## src/rtl/msrv32_pkg.sv

```systemverilog
// rtl/msrv32_pkg.sv - shared msrv32 memory-arbiter types and constants
package msrv32_pkg;

  typedef enum logic [1:0] {
    ARB_IDLE   = 2'd0,
    ARB_BUSY_I = 2'd1,
    ARB_BUSY_D = 2'd2
  } arb_state_e;

  localparam logic [3:0] FETCH_MASK          = 4'hF;
  localparam int         TIMEOUT_CYC_DEFAULT = 16;
  localparam int         WAIT_CNT_W          = 8;

endpackage

```

## src/rtl/msrv32_arb_rr2.sv

```systemverilog
// rtl/msrv32_arb_rr2.sv - two-port fixed-priority arbiter with anti-starvation override
module msrv32_arb_rr2 #(
  parameter int D_PRIORITY = 1
) (
  input  logic i_req,
  input  logic d_req,
  input  logic last_grant_d,
  input  logic last_valid,
  output logic gnt_i,
  output logic gnt_d
);

  localparam logic FAV_D = (D_PRIORITY != 0);

  logic override;
  logic pick_d;

  // The favoured port yields only when it also took the previous grant.
  always_comb begin
    override = last_valid & (last_grant_d == FAV_D);
    pick_d   = FAV_D ^ override;
    gnt_d    = d_req & (~i_req | pick_d);
    gnt_i    = i_req & (~d_req | ~pick_d);
  end

endmodule

```

## src/rtl/msrv32_mem_arbiter.sv

```systemverilog
// rtl/msrv32_mem_arbiter.sv - shares one memory bus between fetch and data ports
module msrv32_mem_arbiter
  import msrv32_pkg::*;
#(
  parameter int TIMEOUT_CYC = TIMEOUT_CYC_DEFAULT,
  parameter int D_PRIORITY  = 1
) (
  input  logic        ms_riscv32_mp_clk_in,
  input  logic        ms_riscv32_mp_rst_in,
  input  logic        i_req_in,
  input  logic [31:0] i_addr_in,
  output logic [31:0] i_rdata_out,
  output logic        i_done_out,
  output logic        i_err_out,
  input  logic        d_req_in,
  input  logic        d_we_in,
  input  logic [31:0] d_addr_in,
  input  logic [31:0] d_wdata_in,
  input  logic [3:0]  d_mask_in,
  output logic [31:0] d_rdata_out,
  output logic        d_done_out,
  output logic        d_err_out,
  output logic        bus_req_out,
  output logic        bus_we_out,
  output logic [31:0] bus_addr_out,
  output logic [31:0] bus_wdata_out,
  output logic [3:0]  bus_mask_out,
  input  logic        bus_ack_in,
  input  logic [31:0] bus_rdata_in,
  output logic        busy_out
);

  localparam logic [WAIT_CNT_W-1:0] TIMEOUT_LAST = WAIT_CNT_W'(TIMEOUT_CYC - 1);

  arb_state_e            state;
  arb_state_e            state_nxt;
  logic [WAIT_CNT_W-1:0] wait_cnt;
  logic                  last_grant_d;
  logic                  last_valid;
  logic                  i_req_eff;
  logic                  d_req_eff;
  logic                  gnt_i;
  logic                  gnt_d;
  logic                  start_i;
  logic                  start_d;
  logic                  finish_ok;
  logic                  finish_err;
  logic                  in_busy;

  // A port whose completion pulse is showing is still holding its old request.
  assign i_req_eff = i_req_in & ~i_done_out & ~i_err_out;
  assign d_req_eff = d_req_in & ~d_done_out & ~d_err_out;

  msrv32_arb_rr2 #(
    .D_PRIORITY (D_PRIORITY)
  ) u_arb (
    .i_req        (i_req_eff),
    .d_req        (d_req_eff),
    .last_grant_d (last_grant_d),
    .last_valid   (last_valid),
    .gnt_i        (gnt_i),
    .gnt_d        (gnt_d)
  );

  assign in_busy     = (state != ARB_IDLE);
  assign busy_out    = in_busy;
  assign bus_req_out = in_busy;

  always_comb begin
    state_nxt  = state;
    start_i    = 1'b0;
    start_d    = 1'b0;
    finish_ok  = 1'b0;
    finish_err = 1'b0;
    case (state)
      ARB_IDLE: begin
        if (gnt_d) begin
          start_d   = 1'b1;
          state_nxt = ARB_BUSY_D;
        end else if (gnt_i) begin
          start_i   = 1'b1;
          state_nxt = ARB_BUSY_I;
        end
      end
      ARB_BUSY_I, ARB_BUSY_D: begin
        // Ack wins over a timeout landing in the same cycle.
        if (bus_ack_in) begin
          finish_ok = 1'b1;
          state_nxt = ARB_IDLE;
        end else if (wait_cnt == TIMEOUT_LAST) begin
          finish_err = 1'b1;
          state_nxt  = ARB_IDLE;
        end
      end
      default: state_nxt = ARB_IDLE;
    endcase
  end

  always_ff @(posedge ms_riscv32_mp_clk_in or negedge ms_riscv32_mp_rst_in) begin
    if (!ms_riscv32_mp_rst_in) begin
      state <= ARB_IDLE;
    end else begin
      state <= state_nxt;
    end
  end

  always_ff @(posedge ms_riscv32_mp_clk_in or negedge ms_riscv32_mp_rst_in) begin
    if (!ms_riscv32_mp_rst_in) begin
      wait_cnt      <= '0;
      last_grant_d  <= 1'b1;
      last_valid    <= 1'b0;
      bus_we_out    <= 1'b0;
      bus_addr_out  <= '0;
      bus_wdata_out <= '0;
      bus_mask_out  <= '0;
      i_rdata_out   <= '0;
      d_rdata_out   <= '0;
      i_done_out    <= 1'b0;
      i_err_out     <= 1'b0;
      d_done_out    <= 1'b0;
      d_err_out     <= 1'b0;
    end else begin
      i_done_out <= 1'b0;
      i_err_out  <= 1'b0;
      d_done_out <= 1'b0;
      d_err_out  <= 1'b0;

      if (start_d) begin
        bus_we_out    <= d_we_in;
        bus_addr_out  <= d_addr_in;
        bus_wdata_out <= d_wdata_in;
        bus_mask_out  <= d_mask_in;
        wait_cnt      <= '0;
        last_grant_d  <= 1'b1;
        last_valid    <= 1'b1;
      end else if (start_i) begin
        bus_we_out    <= 1'b0;
        bus_addr_out  <= i_addr_in;
        bus_wdata_out <= '0;
        bus_mask_out  <= FETCH_MASK;
        wait_cnt      <= '0;
        last_grant_d  <= 1'b0;
        last_valid    <= 1'b1;
      end else if (in_busy && !finish_ok && !finish_err) begin
        wait_cnt <= wait_cnt + 1'b1;
      end

      if (finish_ok) begin
        if (state == ARB_BUSY_I) begin
          i_rdata_out <= bus_rdata_in;
          i_done_out  <= 1'b1;
        end else begin
          if (!bus_we_out) begin
            d_rdata_out <= bus_rdata_in;
          end
          d_done_out <= 1'b1;
        end
      end

      if (finish_err) begin
        if (state == ARB_BUSY_I) begin
          i_err_out <= 1'b1;
        end else begin
          d_err_out <= 1'b1;
        end
      end
    end
  end

endmodule

```

## config.mk

```make
export PLATFORM = sky130hd
export DESIGN_NAME = msrv32_mem_arbiter
export DESIGN_NICKNAME = d
export VERILOG_FILES = /design/src/rtl/msrv32_pkg.sv /design/src/rtl/msrv32_arb_rr2.sv /design/src/rtl/msrv32_mem_arbiter.sv
export SDC_FILE = /design/constraint.sdc
export NUM_CORES = 1
export LEC_CHECK = 0
export CAP_MARGIN = 15
export CORE_ASPECT_RATIO = 1.5
export CORE_UTILIZATION = 46
export CTS_BUF_LIST = sky130_fd_sc_hd__clkbuf_4
export DETAILED_ROUTE_END_ITERATION = 7
export GPL_ROUTABILITY_DRIVEN = 0
export PLACE_DENSITY = 0.88
export RECOVER_POWER = 50
export SLEW_MARGIN = 20
export SYNTH_ARGS = -nofsm -noshare
export SYNTH_HDL_FRONTEND = slang
export SYNTH_SLANG_ARGS = --single-unit
export TNS_END_PERCENT = 100
```

## constraint.sdc

```tcl
create_clock -name ms_riscv32_mp_clk_in -period 4.1 [get_ports ms_riscv32_mp_clk_in]
set_input_delay 0.615 -clock ms_riscv32_mp_clk_in [delete_from_list [all_inputs] [get_ports ms_riscv32_mp_clk_in]]
set_output_delay 0.615 -clock ms_riscv32_mp_clk_in [all_outputs]
set_load 0.02 [all_outputs]
```

# == Yosys cells after proc, flatten, opt, wreduce, memory -nomap -nowiden ==
# Cells that the tools add are included.
# word_totals
ff_bits,149
output_inout_bits,139
# classes
muxes,35
n_bitwise,18
reduce_logical,12
add_sub_neg,1
n_eq_ne,5
# op_table
operator,count
32-bit two-way mux,4
8-bit two-way mux,3
1-bit two-way mux,21
1-bit NOT,9
"8-bit by 1-bit adder with 8-bit output, second input constant",1
"8-bit by 4-bit equality test with 1-bit output, second input constant",1
2-bit two-way mux,4
4-bit two-way mux,2
1-bit AND,7
"3-bit inequality test, second input constant",2
2-bit case mux with 2 select lines,1
2-bit AND reduction,2
2-bit nonzero test,2
3-bit AND reduction,1
3-bit nonzero test,1
"2-bit by 1-bit equality test with 1-bit output, second input constant",1
"2-bit equality test, second input constant",1
1-bit logical AND,2
1-bit zero test,2
2-bit zero test,1
1-bit bitwise OR,2
2-bit OR reduction,1

# == Longest topological paths before layout ==
# Gate-level depths: netlist of the first run.
# depth
word_depth,11
depth_mapped,8
ltp_nobuf,6

# == Hierarchy ==
# A second synthesis of the first run with hierarchy kept.
# hier_totals
hier_cells,478
hier_area_um2,5890.6
# modules_own_cells
module,area_each_um2,n_inst,cells_per_inst,seq_area_each_um2
msrv32_mem_arbiter,5869.4,1,474,3729.8
msrv32_arb_rr2,21.3,1,4,0.0

# == Worst setup path after synthesis of the first run ==
# No wires, ideal clock.
# synth_path
kind,register -> register
startpoint,register state[0]
endpoint,register d_rdata_out[0]
path_buffers,1
arrival_time_ps,1687
path_slack_ps,2288
setup_ps,125
stages_incl_launch_ff,7
required_time_ps,3975
path_cell_list,dfrtp_1 > inv_1 > ha_1 > nand2_1 > nor3_2 > buf_2 > mux2_2
# synth_via
elab_chain_len,4
word_cells_on_any_way,6
classes_between,eq/ne (2); mux (1); bitwise (1); reduce/logical (2)
# synth_lines
element,line_no,source
"start, declared",msrv32_mem_arbiter.sv:35,arb_state_e state;
"start signal, assigned",msrv32_mem_arbiter.sv:103,state <= state_nxt;
2-bit by 1-bit equality test with 1-bit output / 2-bit equality test (equally long branches),"msrv32_mem_arbiter.sv:75, msrv32_mem_arbiter.sv:149",
2-bit OR reduction,msrv32_mem_arbiter.sv:75,case (state)
1-bit two-way mux,msrv32_mem_arbiter.sv:75,
3-bit AND reduction (no line) (*),-,
"end signal, assigned",msrv32_mem_arbiter.sv:154,d_rdata_out <= bus_rdata_in;
"end, declared",msrv32_mem_arbiter.sv:20,"output logic [31:0] d_rdata_out,"
# Mark *: on every way between the ends. The rest lies on a longest branch, timed or not.
# A chain may end at the register's enable or synchronous reset.

# == Worst setup path after layout of the first run ==
# layout_path
startpoint,register state[0]
endpoint,register bus_addr_out[19]
# layout_via
elab_chain_len,3
word_cells_on_any_way,5
classes_between,mux (3); reduce/logical (2)
# layout_lines
element,line_no,source
2-bit zero test (*),msrv32_mem_arbiter.sv:75,
1-bit two-way mux,msrv32_mem_arbiter.sv:75,
32-bit two-way mux / 2-bit nonzero test (equally long branches),-,
"end signal, assigned",msrv32_mem_arbiter.sv:130,bus_addr_out <= d_addr_in;
"end signal, assigned",msrv32_mem_arbiter.sv:138,bus_addr_out <= i_addr_in;
"end, declared",msrv32_mem_arbiter.sv:25,"output logic [31:0] bus_addr_out,"
# Marks and branches as above.

==> qor.json, run 1 <==
{
  "outcome": {
    "run_status": "complete, but fails checks",
    "violated_checks": "capacitance limit, slew limit"
  },
  "sta": {
    "count_of_pins_over_their_slew_limit": 254,
    "max_freq_ghz": 0.3141,
    "finalHoldViolations": 0,
    "grt_setup_unrepaired": "false",
    "fin_crit_ns": 3.184,
    "setup-tns-final_ns": 0,
    "min_period_over_period_pct": 77.66,
    "final.setup_skew_ns": 0.02277,
    "timing.slew.headroom_pct": -95.15,
    "tightestPinTransition_ns": 2.927,
    "finalSetupViolCount": 0
  },
  "finish": {
    "multiInputGateArea_sq_um": 2105,
    "commonest_non_fill_non_tap_cells_in_the_layout": "262 x sky130_fd_sc_hd__clkdlybuf4s50_1, 148 x sky130_fd_sc_hd__dfrtp_1, 64 x sky130_fd_sc_hd__mux2_2, 40 x sky130_fd_sc_hd__nor2_1, 38 x sky130_fd_sc_hd__nand2_1",
    "final_cell_area_sq_um": 9143,
    "fillers": 837,
    "finalNonFillerCells": 916,
    "mostFrequentLayoutCell": "sky130_fd_sc_hd__clkdlybuf4s50_1",
    "layout-drive-gt1-share_pct": 13.82,
    "regArea_sq_um": 3730,
    "number_of_nets_in_the_layout": 888,
    "area.growth.synth_to_final_pct": 51.53,
    "antenna_cells_inserted": 0
  },
  "logic_synthesis": {
    "synth.top_cells.by_area": "sky130_fd_sc_hd__dfrtp_1 61%, sky130_fd_sc_hd__mux2_2 12%, sky130_fd_sc_hd__a22o_1 4.8%, sky130_fd_sc_hd__a21boi_0 3.0%, sky130_fd_sc_hd__nor2_1 2.5%",
    "async_set_or_reset_register_ratio_after_synthesis_pct": 100.0,
    "syn_area_per_cell_sq_um": 12.76,
    "ys_types": 42,
    "synth_largest_area_cell": "sky130_fd_sc_hd__dfrtp_1",
    "synth.yosys.seq_area_share_pct": 61.82,
    "synth.net_count": 614,
    "synth.top_cell.area_share_pct": 61.39,
    "synth.ff_latch_count": 149,
    "synth.yosys.warnings": 0,
    "yosys_most_used_dff": "sky130_fd_sc_hd__dfrtp_1",
    "synthesis.area_sq_um": 6033,
    "number_of_enable_flip_flop_cells_after_synthesis": 0,
    "postSynthCellCount": 473
  },
  "route": {
    "drt_first_iter_violations": 254,
    "routed_wirelength_um": 16960,
    "avgRoutedWirePerCell_um": 18.52,
    "drc_errors": 0,
    "final_antenna_net_count": 0,
    "vias": 4812,
    "drt-vias-per-instance": 5.253,
    "first_pass_iters": 4
  },
  "die": {
    "chipHeight_um": 142.3,
    "fp.coreArea_sq_um": 12640,
    "die-area_sq_um": 13590,
    "die_w_um": 95.51,
    "starting_utilization_of_the_core_area_pct": 47.74,
    "rows": 50,
    "io_pins": 277
  },
  "placed_design": {
    "placement.io_buffers": 276,
    "total_cell_area_at_the_placement_stage_sq_um": 8917,
    "placedCellCount": 884,
    "place.detailed.hpwl_um": 12230
  },
  "pwr": {
    "power.static_leakage_nw": 3.941,
    "p_comb_share_pct": 53.1,
    "clockPowerShare_pct": 12.2,
    "power.density_cell_area_nw_per_um2": 804.7,
    "peak_supply_drop_uv": 512.0,
    "power.total_mw": 7.357,
    "power.share.switching_pct": 40.35,
    "power.share.sequential_pct": 34.7,
    "internal_power_mw": 4.388,
    "p_sw_mw": 2.969
  },
  "clock_tree": {
    "cts_max_path_buffers": 2,
    "post-cts-setup-buffer-count": 0,
    "clock-sinks": 149,
    "clk_pin_slew_ns": 0.14,
    "htree_levels": 4,
    "postCtsResizedCells": 0,
    "root_buffer": "sky130_fd_sc_hd__clkbuf_4",
    "cts.hold.buffers_added": 0,
    "cts_tree": "yes",
    "cts-buffers-inserted": 17,
    "clk_latency_ns": 0.54
  },
  "grt": {
    "grt_pass1_vias": 5210,
    "globalRouteOverflowTotal": 0,
    "pin_count_of_the_biggest_net_entering_global_routing": 123,
    "grt.total_usage_pct": 25.64,
    "antenna_violations_before_repair": 0,
    "wire_length_of_the_first_global_routing_pass_um": 26220
  },
  "critical_path": {
    "critPathLaunch": "state[0]$_DFFE_PN0P_",
    "critical_path.endpoint_type": "register",
    "reg2reg_from": "state[0]$_DFFE_PN0P_",
    "critPathKind": "reg -> reg",
    "critPathMaxFanout": 21,
    "cp_data_arrival_time_ns": 3.66,
    "reg2reg_slack_ns": 0.92,
    "regToRegEndpoint": "bus_addr_out[19]$_DFFE_PN0P_",
    "cp_data_required_time_ns": 4.57,
    "r2r.worst_path.cells": 7,
    "critPathLaunchType": "register"
  },
  "hold_path": {
    "hold_path_class": "reg -> reg",
    "holdPathEnd": "last_grant_d$_DFFE_PN1P_",
    "timing.hold.worst_path_depth": 2,
    "worstHoldStart": "last_grant_d$_DFFE_PN1P_"
  },
  "flow_run": {
    "drv.max_cap_violation_count": 5
  }
}
-- worst max-delay path, cell delays in order, from the launching register on --
cell and delay (ns):
sky130_fd_sc_hd__dfrtp_1 0.41, sky130_fd_sc_hd__inv_1 0.06, sky130_fd_sc_hd__ha_1 0.26, sky130_fd_sc_hd__and4bb_1 0.27, sky130_fd_sc_hd__nor2_1 1.18, sky130_fd_sc_hd__clkbuf_1 0.68
sky130_fd_sc_hd__nand2_1 0.14, sky130_fd_sc_hd__o21ai_1 0.11
-- how the worst max path moves through the flow --
stage | end | slack, ns | cells after the start
CTS | bus_req_out | 1.27 | 4
detailed placement | bus_addr_out[16]$_DFFE_PN0P_ | 1.18 | 5
finish | bus_addr_out[19]$_DFFE_PN0P_ | 0.92 | 7
floorplan | d_rdata_out[0]$_DFFE_PN0P_ | 2.29 | 6
global route | bus_addr_out[26]$_DFFE_PN0P_ | 0.70 | 7
global placement | bus_addr_out[5]$_DFFE_PN0P_ | 1.23 | 5
-- registers in the layout, indices dropped and copies added (netlist names) --
signal and flops:
bus_addr_out 32, bus_wdata_out 32, d_rdata_out 32, i_rdata_out 32, wait_cnt 8, bus_mask_out 4, state 2, bus_we_out 1
d_done_out 1, d_err_out 1, i_done_out 1, i_err_out 1, last_grant_d 1, last_valid 1
-- kinds of logic after synthesis --
| logic type | after synthesis | share of synthesized area [%] |
|---|---|---|
| adders and majority gates | 3 | 0.6222 |
| buffers and inverters | 35 | 3.007 |
| and+or+nand+nor | 101 | 7.735 |
| AOI/OAI and AO/OA | 116 | 14.12 |
| xor gates and xnor gates | 4 | 0.5808 |
| muxes | 65 | 12.11 |
| DFF | 149 | 61.82 |
-- cell usage after synthesis, types with 2 or more instances --
master                     number
sky130_fd_sc_hd__xor2_1         2
sky130_fd_sc_hd__xnor2_1        2
sky130_fd_sc_hd__inv_1          7
sky130_fd_sc_hd__and3_1         2
sky130_fd_sc_hd__and2_1         2
sky130_fd_sc_hd__a21boi_1       8
sky130_fd_sc_hd__mux2_2        64
sky130_fd_sc_hd__o21ai_1       30
sky130_fd_sc_hd__nor2b_1        3
sky130_fd_sc_hd__a21boi_0      24
sky130_fd_sc_hd__buf_4          2
sky130_fd_sc_hd__a22o_1        33
sky130_fd_sc_hd__o211ai_1       3
sky130_fd_sc_hd__and4bb_2       2
sky130_fd_sc_hd__clkbuf_1       7
sky130_fd_sc_hd__nand3_1        4
sky130_fd_sc_hd__o31ai_1        3
sky130_fd_sc_hd__buf_2         16
sky130_fd_sc_hd__dfrtp_1      148
sky130_fd_sc_hd__o22a_1         4
sky130_fd_sc_hd__nor2_1        40
sky130_fd_sc_hd__o21ai_0        4
sky130_fd_sc_hd__buf_6          3
sky130_fd_sc_hd__nand2_1       38
sky130_fd_sc_hd__ha_1           3
sky130_fd_sc_hd__nand4_1        3
-- layout make-up --
cell class | instances | area share [%]
clock inverters | 14 | 1.533
repair buffers | 283 | 30.75
flip-flops and latches | 149 | 40.80
clock buffers | 18 | 1.478
inverters | 7 | 0.2874
well taps | 156 | 2.135
multi-input cells | 289 | 23.02
-- power by group through the flow --
stage               Clock [mW]  Combinational, mW  Sequential [mW]
finish                   0.898               3.91             2.55
global route             0.977               4.15             2.63
CTS                      0.929               3.98             2.56
detailed placement           0               3.97             2.58
global placement             0               3.87             2.54
floorplan                    0               1.26             3.36
-- routing by layer --
layer	vias up	track usage, %	wire length, um
li1	2219	-	-
met1	2323	26.53	5995
met2	235	45.45	8912
met3	35	10.20	1624
met4	0	10.05	429
met5	-	0	0
-- per-stage QoR --
stage | hold slack (ns) | util [%] | worst slack, ns
after floorplan | 0.3194 | - | 2.288
after global placement | 0.4579 | 70.56 | 1.233
after detailed placement | 0.4625 | 70.56 | 1.182
after CTS | 0.2338 | 72.74 | 1.267
after global routing | 0.5146 | 72.35 | 0.6999
final | 0.4804 | 72.35 | 0.9160
No activity file was read; power rests on OpenSTA's default activity.
==> run 2: changes to the inputs <==
Settings changed: CORE_UTILIZATION 46 to 43, PLACE_DENSITY 0.88 to 0.83.
Clock period 4.1 ns to 3.21 ns, I/O delays scaled along.
==> run 2 against run 1 <==
- the run now ends clean
- die area is 6.9% higher
- sequential share of layout area is 0.39 points lower
- setup slack worse by 0.27 ns
- critical path depth stayed put
==> qor.json, run 2 (synthesis results as in run 1) <==
{
  "critical_path": {
    "reg2reg_from": "state[0]$_DFFE_PN0P_",
    "critPathSlowestCell": "sky130_fd_sc_hd__clkbuf_2",
    "crit_chain": "inv_1 > ha_1 > and4bb_2 > nor2_4 > clkbuf_2 > o211ai_1 > o31ai_1",
    "critPathKind": "reg -> reg",
    "cp_data_arrival_time": {"value": 3.00, "unit": "ns", "change": "-0.66 ns"},
    "critPathLaunchType": "register",
    "critical_path.endpoint_type": "register",
    "cp_data_required_time": {"value": 3.64, "unit": "ns", "change": "-0.93 ns"},
    "critPathLaunch": "state[0]$_DFFE_PN0P_",
    "crit_path_max_incr_delay": {"value": 1.02, "unit": "ns", "change": "-0.16 ns"},
    "critPathMaxFanout": {"value": 69, "change": "+230%"}
  },
  "grt": {
    "wire_length_of_the_first_global_routing_pass": {"value": 26900, "unit": "um", "change": "+2.6%"},
    "grt_pass1_vias": {"value": 5191, "change": "-0.36%"},
    "grt.total_usage": {"value": 24.15, "unit": "%", "change": "-1.5 points"},
    "pin_count_of_the_biggest_net_entering_global_routing": {"value": 118, "change": "-4.1%"},
    "globalRouteOverflowTotal": {"value": 0, "change": "unchanged"},
    "antenna_violations_before_repair": {"value": 1, "change": "+1"}
  },
  "pwr": {
    "power.static_leakage": {"value": 3.994, "unit": "nW", "change": "+1.3%"},
    "power.share.switching": {"value": 39.85, "unit": "%", "change": "-0.51 points"},
    "clockPowerShare": {"value": 14.1, "unit": "%", "change": "+1.9 points"},
    "p_comb_share": {"value": 51.8, "unit": "%", "change": "-1.3 points"},
    "power.share.sequential": {"value": 34.1, "unit": "%", "change": "-0.6 points"},
    "p_sw": {"value": 3.819, "unit": "mW", "change": "+29%"},
    "peak_supply_drop": {"value": 586.2, "unit": "uV", "change": "+14%"},
    "internal_power": {"value": 5.765, "unit": "mW", "change": "+31%"},
    "power.density_cell_area": {"value": 1038, "unit": "nW/um^2", "change": "+29%"}
  },
  "sta": {
    "finalSetupViolCount": {"value": 0, "change": "unchanged"},
    "fin_hold_ws": {"value": 0.04668, "unit": "ns", "change": "-0.4337 ns"},
    "final.setup_skew": {"value": 0.02934, "unit": "ns", "change": "+0.006568 ns"},
    "tightestPinTransition": {"value": 1.422, "unit": "ns", "change": "-1.505 ns"},
    "max_freq": {"value": 0.3894, "unit": "GHz", "change": "+24%"},
    "timing.slew.headroom": {"value": 5.181, "unit": "%", "change": "+100 points"},
    "setup-tns-final": {"value": 0, "unit": "ns", "change": "unchanged"},
    "count_of_pins_over_their_slew_limit": {"value": 0, "change": "-100%"},
    "fin_crit": {"value": 2.568, "unit": "ns", "change": "-0.6156 ns"},
    "finalHoldViolations": {"value": 0, "change": "unchanged"},
    "grt_setup_unrepaired": "false",
    "min_period_over_period": {"value": 80.01, "unit": "%", "change": "+2.4 points"}
  },
  "placed_design": {
    "total_cell_area_at_the_placement_stage": {"value": 8932, "unit": "sq um", "change": "+0.17%"},
    "place.detailed.hpwl": {"value": 12200, "unit": "um", "change": "-0.22%"},
    "placedCellCount": {"value": 891, "change": "+0.79%"},
    "placement.io_buffers": {"value": 276, "change": "unchanged"}
  },
  "clock_tree": {
    "cts_max_path_buffers": {"value": 2, "change": "unchanged"},
    "cts_tree": "yes",
    "clk_pin_slew": {"value": 0.14, "unit": "ns", "change": "about the same"},
    "root_buffer": "sky130_fd_sc_hd__clkbuf_4",
    "postCtsResizedCells": {"value": 0, "change": "unchanged"},
    "clock-sinks": {"value": 149, "change": "unchanged"},
    "post-cts-setup-buffer-count": {"value": 0, "change": "unchanged"},
    "cts.hold.buffers_added": {"value": 0, "change": "unchanged"},
    "htree_levels": {"value": 4, "change": "unchanged"},
    "cts-buffers-inserted": {"value": 17, "change": "unchanged"},
    "clk_latency": {"value": 0.53, "unit": "ns", "change": "about the same"}
  },
  "finish": {
    "layout-drive-gt1-share": {"value": 14.19, "unit": "%", "change": "+0.38 points"},
    "area.growth.synth_to_final_pct": 52.99,
    "commonest_non_fill_non_tap_cells_in_the_layout": "258 x sky130_fd_sc_hd__clkdlybuf4s50_1, 148 x sky130_fd_sc_hd__dfrtp_1, 64 x sky130_fd_sc_hd__mux2_2, 39 x sky130_fd_sc_hd__nor2_1, 38 x sky130_fd_sc_hd__nand2_1",
    "finalNonFillerCells": {"value": 924, "change": "+0.87%"},
    "fillers": {"value": 988, "change": "+18%"},
    "final_cell_area": {"value": 9230, "unit": "sq um", "change": "+0.96%"},
    "mostFrequentLayoutCell": "sky130_fd_sc_hd__clkdlybuf4s50_1",
    "finish.utilization": {"value": 67.88, "unit": "%", "change": "-4.5 points"},
    "number_of_nets_in_the_layout": {"value": 889, "change": "+0.11%"}
  },
  "die": {
    "fp.coreArea": {"value": 13600, "unit": "sq um", "change": "+7.6%"},
    "io_pins": {"value": 277, "change": "unchanged"},
    "die-area": {"value": 14520, "unit": "sq um", "change": "+6.9%"},
    "die_w": {"value": 98.72, "unit": "um", "change": "+3.4%"},
    "rows": {"value": 52, "change": "+4.0%"},
    "starting_utilization_of_the_core_area": {"value": 44.37, "unit": "%", "change": "-3.4 points"},
    "chipHeight": {"value": 147.1, "unit": "um", "change": "+3.4%"}
  },
  "route": {
    "drt_first_iter_violations": {"value": 160, "change": "-37%"},
    "final_antenna_net_count": {"value": 0, "change": "unchanged"},
    "vias": {"value": 4892, "change": "+1.7%"},
    "routed_wirelength": {"value": 17040, "unit": "um", "change": "+0.47%"},
    "first_pass_iters": {"value": 5, "change": "+1"},
    "drc_errors": {"value": 0, "change": "unchanged"},
    "drt-vias-per-instance": {"value": 5.294, "change": "+0.78%"},
    "avgRoutedWirePerCell": {"value": 18.44, "unit": "um", "change": "-0.40%"}
  },
  "flow_run": {
    "drv.max_cap_violation_count": {"value": 0, "change": "-5"}
  },
  "hold_path": {
    "hold_path_class": "in -> async"
  },
  "outcome": {
    "run_status": "completed"
  }
}
[run 2: power groups by stage]
stage                     Clock (mW)  Sequential (mW)  Combinational [mW]
after floorplan                    0             4.29                1.61
after global placement             0             3.25                4.92
after detailed placement           0             3.30                5.05
after CTS                       1.39             3.27                5.08
after global routing            1.47             3.37                5.26
final                           1.35             3.27                4.97
[run 2: path summary, 6_finish.rpt]
kind,cells past startpoint,end,slack (ns)
min in group ms_riscv32_mp_clk_in,2,last_grant_d$_DFFE_PN1P_,0.49
max in group asynchronous,2,bus_wdata_out[8]$_DFFE_PN0P_,1.76
setup reg to reg,7,wait_cnt[3]$_DFFE_PN0P_,0.64
hold / removal,1,d_rdata_out[28]$_DFFE_PN0P_,0.05
setup / recovery,7,wait_cnt[3]$_DFFE_PN0P_,0.64
hold reg to reg,2,last_grant_d$_DFFE_PN1P_,0.49
[run 2: area by class of cell]
cell class              instances  area (sq um)  area share [%]
inverters                       7         26.28          0.2847
clock buffers                  17         127.6           1.383
well taps                     162         202.7           2.196
repair buffers                284          2825           30.61
clock inverters                15         203.9           2.210
diodes                          1         2.502         0.02711
flip-flops and latches        149          3730           40.41
multi-input cells             289          2112           22.88
[run 2: worst max-delay path: cells and delay by family, from the launching register on]
kind / cells / cell delay (ns)
AND/OR/NAND/NOR: 2 / 0.37
adder cells (fa/ha/maj): 1 / 0.26
AO/OA/AOI/OAI: 2 / 0.37
buffers and inverters: 2 / 1.07
flip-flops: 1 / 0.40
[run 2: per-layer routing]
| layer | share of wire, % | global-route usage, % |
|---|---|---|
| met5 | 0 | 0 |
| met4 | 3.0 | 10.37 |
| met3 | 8.7 | 9.134 |
| met2 | 52 | 42.36 |
| met1 | 36 | 25.83 |
[run 2: per-stage QoR]
stage | power [mW] | setup slack, ns
finish | 9.584 | 0.6416
global route | 10.09 | 0.4100
global placement | 8.171 | 0.8176
CTS | 9.739 | 0.5127
detailed placement | 8.346 | 0.7697
floorplan | 5.899 | 1.398
==> run 3: changes to the inputs <==
Clock period 3.21 ns to 2.5 ns, I/O delays scaled along.
==> run 3 against run 2 <==
- largest power group unchanged
- clock skew is 0.0058 ns lower
- count of clock-buffer cells in the layout is the same
- hold slack gained 0.39 ns
- non-clock buffer count grew 3
- first-iteration DRC count up 17%
- routed wire length up 0.12%
- combinational power grew 31%
- setup slack got worse by 0.34 ns
- register-to-register slack got worse by 0.26 ns
==> qor.json, run 3 (synthesis results as in run 1) <==
{
  "sta": {
    "finalSetupViolCount": {"value": 0, "change": "unchanged"},
    "fin_crit_ns": 2.201,
    "count_of_pins_over_their_slew_limit": {"value": 0, "change": "unchanged"},
    "setup-tns-final": {"value": 0, "unit": "ns", "change": "unchanged"},
    "min_period_over_period_pct": 88.05,
    "tightestPinTransition": {"value": 1.259, "unit": "ns", "change": "-0.1636 ns"},
    "finalHoldViolations": {"value": 0, "change": "unchanged"},
    "final.setup_skew": {"value": 0.02354, "unit": "ns", "change": "-0.005802 ns"},
    "timing.slew.headroom": {"value": 16.09, "unit": "%", "change": "+11 points"},
    "fin_hold_ws": {"value": 0.4348, "unit": "ns", "change": "+0.3881 ns"},
    "grt_setup_unrepaired": "false",
    "max_freq_ghz": 0.4543,
    "finalWorstSetupSlack": {"value": 0.2986, "unit": "ns", "change": "-0.3430 ns"}
  },
  "route": {
    "drt-vias-per-instance": {"value": 5.297, "change": "about the same"},
    "wl_met3": {"value": 1536, "unit": "um", "change": "+3.6%"},
    "met2_length": {"value": 8861, "unit": "um", "change": "-0.64%"},
    "drt_first_iter_violations": {"value": 187, "change": "+17%"},
    "drc_errors": {"value": 0, "change": "unchanged"},
    "dr.max_layer_used": "met4",
    "vias": {"value": 4905, "change": "+0.27%"},
    "routed_wirelength": {"value": 17060, "unit": "um", "change": "+0.12%"},
    "avgRoutedWirePerCell": {"value": 18.43, "unit": "um", "change": "about the same"},
    "first_pass_iters": {"value": 4, "change": "-1"},
    "final_antenna_net_count": {"value": 0, "change": "unchanged"},
    "met1Wirelength": {"value": 6201, "unit": "um", "change": "+1.2%"}
  },
  "clock_tree": {
    "clk_pin_slew": {"value": 0.14, "unit": "ns", "change": "about the same"},
    "cts_tree": "yes",
    "clock-sinks": {"value": 149, "change": "unchanged"},
    "cts-buffers-inserted": {"value": 17, "change": "unchanged"},
    "clk_latency": {"value": 0.53, "unit": "ns", "change": "about the same"},
    "root_buffer": "sky130_fd_sc_hd__clkbuf_4",
    "htree_levels": {"value": 4, "change": "unchanged"},
    "cts_max_path_buffers": {"value": 2, "change": "unchanged"}
  },
  "critical_path": {
    "critPathMaxFanout": {"value": 5, "change": "-93%"},
    "timing.critical_path.to": "bus_req_out",
    "reg2reg_slack": {"value": 0.38, "unit": "ns", "change": "-0.26 ns"},
    "regToRegEndpoint": "i_rdata_out[4]$_DFFE_PN0P_",
    "r2r.worst_path.cells": {"value": 5, "change": "-2"},
    "reg2reg_from": "state[0]$_DFFE_PN0P_",
    "cp_data_arrival_time": {"value": 1.83, "unit": "ns", "change": "-1.17 ns"},
    "cp_data_required_time": {"value": 2.12, "unit": "ns", "change": "-1.52 ns"},
    "critPathLaunchType": "register",
    "critical_path.endpoint_type": "output pin",
    "critPathLaunch": "state[0]$_DFFE_PN0P_",
    "critPathKind": "reg -> out"
  },
  "finish": {
    "number_of_nets_in_the_layout": {"value": 892, "change": "+0.34%"},
    "area.growth.synth_to_final": {"value": 53.09, "unit": "%", "change": "about the same"},
    "commonest_non_fill_non_tap_cells_in_the_layout": "273 x sky130_fd_sc_hd__clkdlybuf4s50_1, 148 x sky130_fd_sc_hd__dfrtp_1, 64 x sky130_fd_sc_hd__mux2_2, 39 x sky130_fd_sc_hd__nor2_1, 38 x sky130_fd_sc_hd__nand2_1",
    "mostFrequentLayoutCell": "sky130_fd_sc_hd__clkdlybuf4s50_1",
    "layout-drive-gt1-share": {"value": 14.53, "unit": "%", "change": "+0.34 points"},
    "antenna_cells_inserted": {"value": 0, "change": "-1"},
    "finish.utilization": {"value": 67.92, "unit": "%", "change": "about the same"},
    "finalNonFillerCells": {"value": 926, "change": "+0.22%"},
    "final_cell_area": {"value": 9236, "unit": "sq um", "change": "about the same"}
  },
  "grt": {
    "wire_length_of_the_first_global_routing_pass": {"value": 27500, "unit": "um", "change": "+2.3%"},
    "globalRouteOverflowTotal": {"value": 0, "change": "unchanged"},
    "grt_pass1_vias": {"value": 5341, "change": "+2.9%"},
    "grt.total_usage": {"value": 24.67, "unit": "%", "change": "+0.52 points"},
    "pin_count_of_the_biggest_net_entering_global_routing": {"value": 66, "change": "-44%"},
    "antenna_violations_before_repair": {"value": 0, "change": "-1"}
  },
  "die": {
    "chipHeight": {"value": 147.1, "unit": "um", "change": "unchanged"},
    "fp.coreArea": {"value": 13600, "unit": "sq um", "change": "unchanged"},
    "rows": {"value": 52, "change": "unchanged"},
    "die_w": {"value": 98.72, "unit": "um", "change": "unchanged"},
    "io_pins": {"value": 277, "change": "unchanged"},
    "starting_utilization_of_the_core_area": {"value": 44.37, "unit": "%", "change": "unchanged"},
    "die-area": {"value": 14520, "unit": "sq um", "change": "unchanged"}
  },
  "hold_path": {
    "hold_path_class": "in -> reg"
  },
  "outcome": {
    "run_status": "completed"
  },
  "pwr": {
    "power.density_cell_area": {"value": 1318, "unit": "nW/um^2", "change": "+27%"},
    "power.static_leakage": {"value": 3.985, "unit": "nW", "change": "-0.23%"},
    "power.total": {"value": 12.17, "unit": "mW", "change": "+27%"},
    "peak_supply_drop": {"value": 741.6, "unit": "uV", "change": "+27%"}
  },
  "placed_design": {
    "placement.io_buffers": {"value": 276, "change": "unchanged"},
    "total_cell_area_at_the_placement_stage": {"value": 9010, "unit": "sq um", "change": "+0.87%"},
    "place_ws": {"value": 0.3786, "unit": "ns", "change": "-0.3911 ns"},
    "place.detailed.hpwl": {"value": 12450, "unit": "um", "change": "+2.1%"},
    "placedCellCount": {"value": 893, "change": "+0.22%"}
  },
  "flow_run": {
    "drv.max_cap_violation_count": {"value": 0, "change": "unchanged"}
  }
}
## run 3: cell types whose count changed in the layout (fill, tap and decap cells not counted), moves of 2 or more
cell / previous run / this run
sky130_fd_sc_hd__dlygate4sd3_1: 17 / 1
sky130_fd_sc_hd__clkbuf_2: 1 / 4
sky130_fd_sc_hd__clkinv_4: 0 / 2
sky130_fd_sc_hd__clkdlybuf4s50_1: 258 / 273
sky130_fd_sc_hd__buf_4: 3 / 1
sky130_fd_sc_hd__clkbuf_1: 3 / 0
sky130_fd_sc_hd__buf_12: 1 / 5
sky130_fd_sc_hd__inv_8: 5 / 1
sky130_fd_sc_hd__dlygate4sd2_1: 0 / 2
sky130_fd_sc_hd__bufinv_16: 3 / 1
## run 3: critical path: stages (launching register included)
cell	delay, ns
sky130_fd_sc_hd__dfrtp_1	0.40
sky130_fd_sc_hd__inv_1	0.06
sky130_fd_sc_hd__ha_1	0.26
sky130_fd_sc_hd__inv_1	0.19
sky130_fd_sc_hd__dlygate4sd2_1	0.39
## run 3: cell type report
cell class / count / area (sq um)
fill: 1020 / 4362
sequential: 149 / 3730
timing repair buffer: 287 / 2895
multi-input combinational: 289 / 2113
tap: 162 / 202.7
clock inverter: 15 / 141.4
clock buffer: 17 / 127.6
inverter: 7 / 26.28
## run 3: where the power goes
group,total (mW),switching [mW],internal (mW)
logic,6.51,3.28,3.24
clock network,1.45,0.936,0.519
registers,4.20,0.665,3.54
total,12.2,4.88,7.30
## run 3: how the worst min path moves through the flow
stage                         startpoint  depth (start not counted)  slack [ns]                           end
floorplan           ms_riscv32_mp_rst_in                          0        0.08   bus_addr_out[0]$_DFFE_PN0P_
global placement    ms_riscv32_mp_rst_in                          1        0.34   d_rdata_out[25]$_DFFE_PN0P_
detailed placement  ms_riscv32_mp_rst_in                          1        0.34   d_rdata_out[25]$_DFFE_PN0P_
CTS                 ms_riscv32_mp_rst_in                          2        0.29   d_rdata_out[25]$_DFFE_PN0P_
global route               d_wdata_in[3]                          2        0.37  bus_wdata_out[3]$_DFFE_PN0P_
finish                     i_addr_in[22]                          3        0.43  bus_addr_out[22]$_DFFE_PN0P_
## run 3: metal layers
| layer | global-route usage, % | vias to the layer above |
|---|---|---|
| met5 | 0 | - |
| met4 | 9.776 | 0 |
| met3 | 9.943 | 36 |
| met2 | 43.66 | 226 |
| met1 | 25.98 | 2412 |
| li1 | - | 2231 |
## run 3: what timing repair did
action / 4_1_cts / 5_1_grt
setup buffers: 0 / 0
hold buffers: 1 / 0
endpoints found under the setup margin: 2 / 0
endpoints found under the hold margin: 47 / 0
resized for setup: 2 / 0
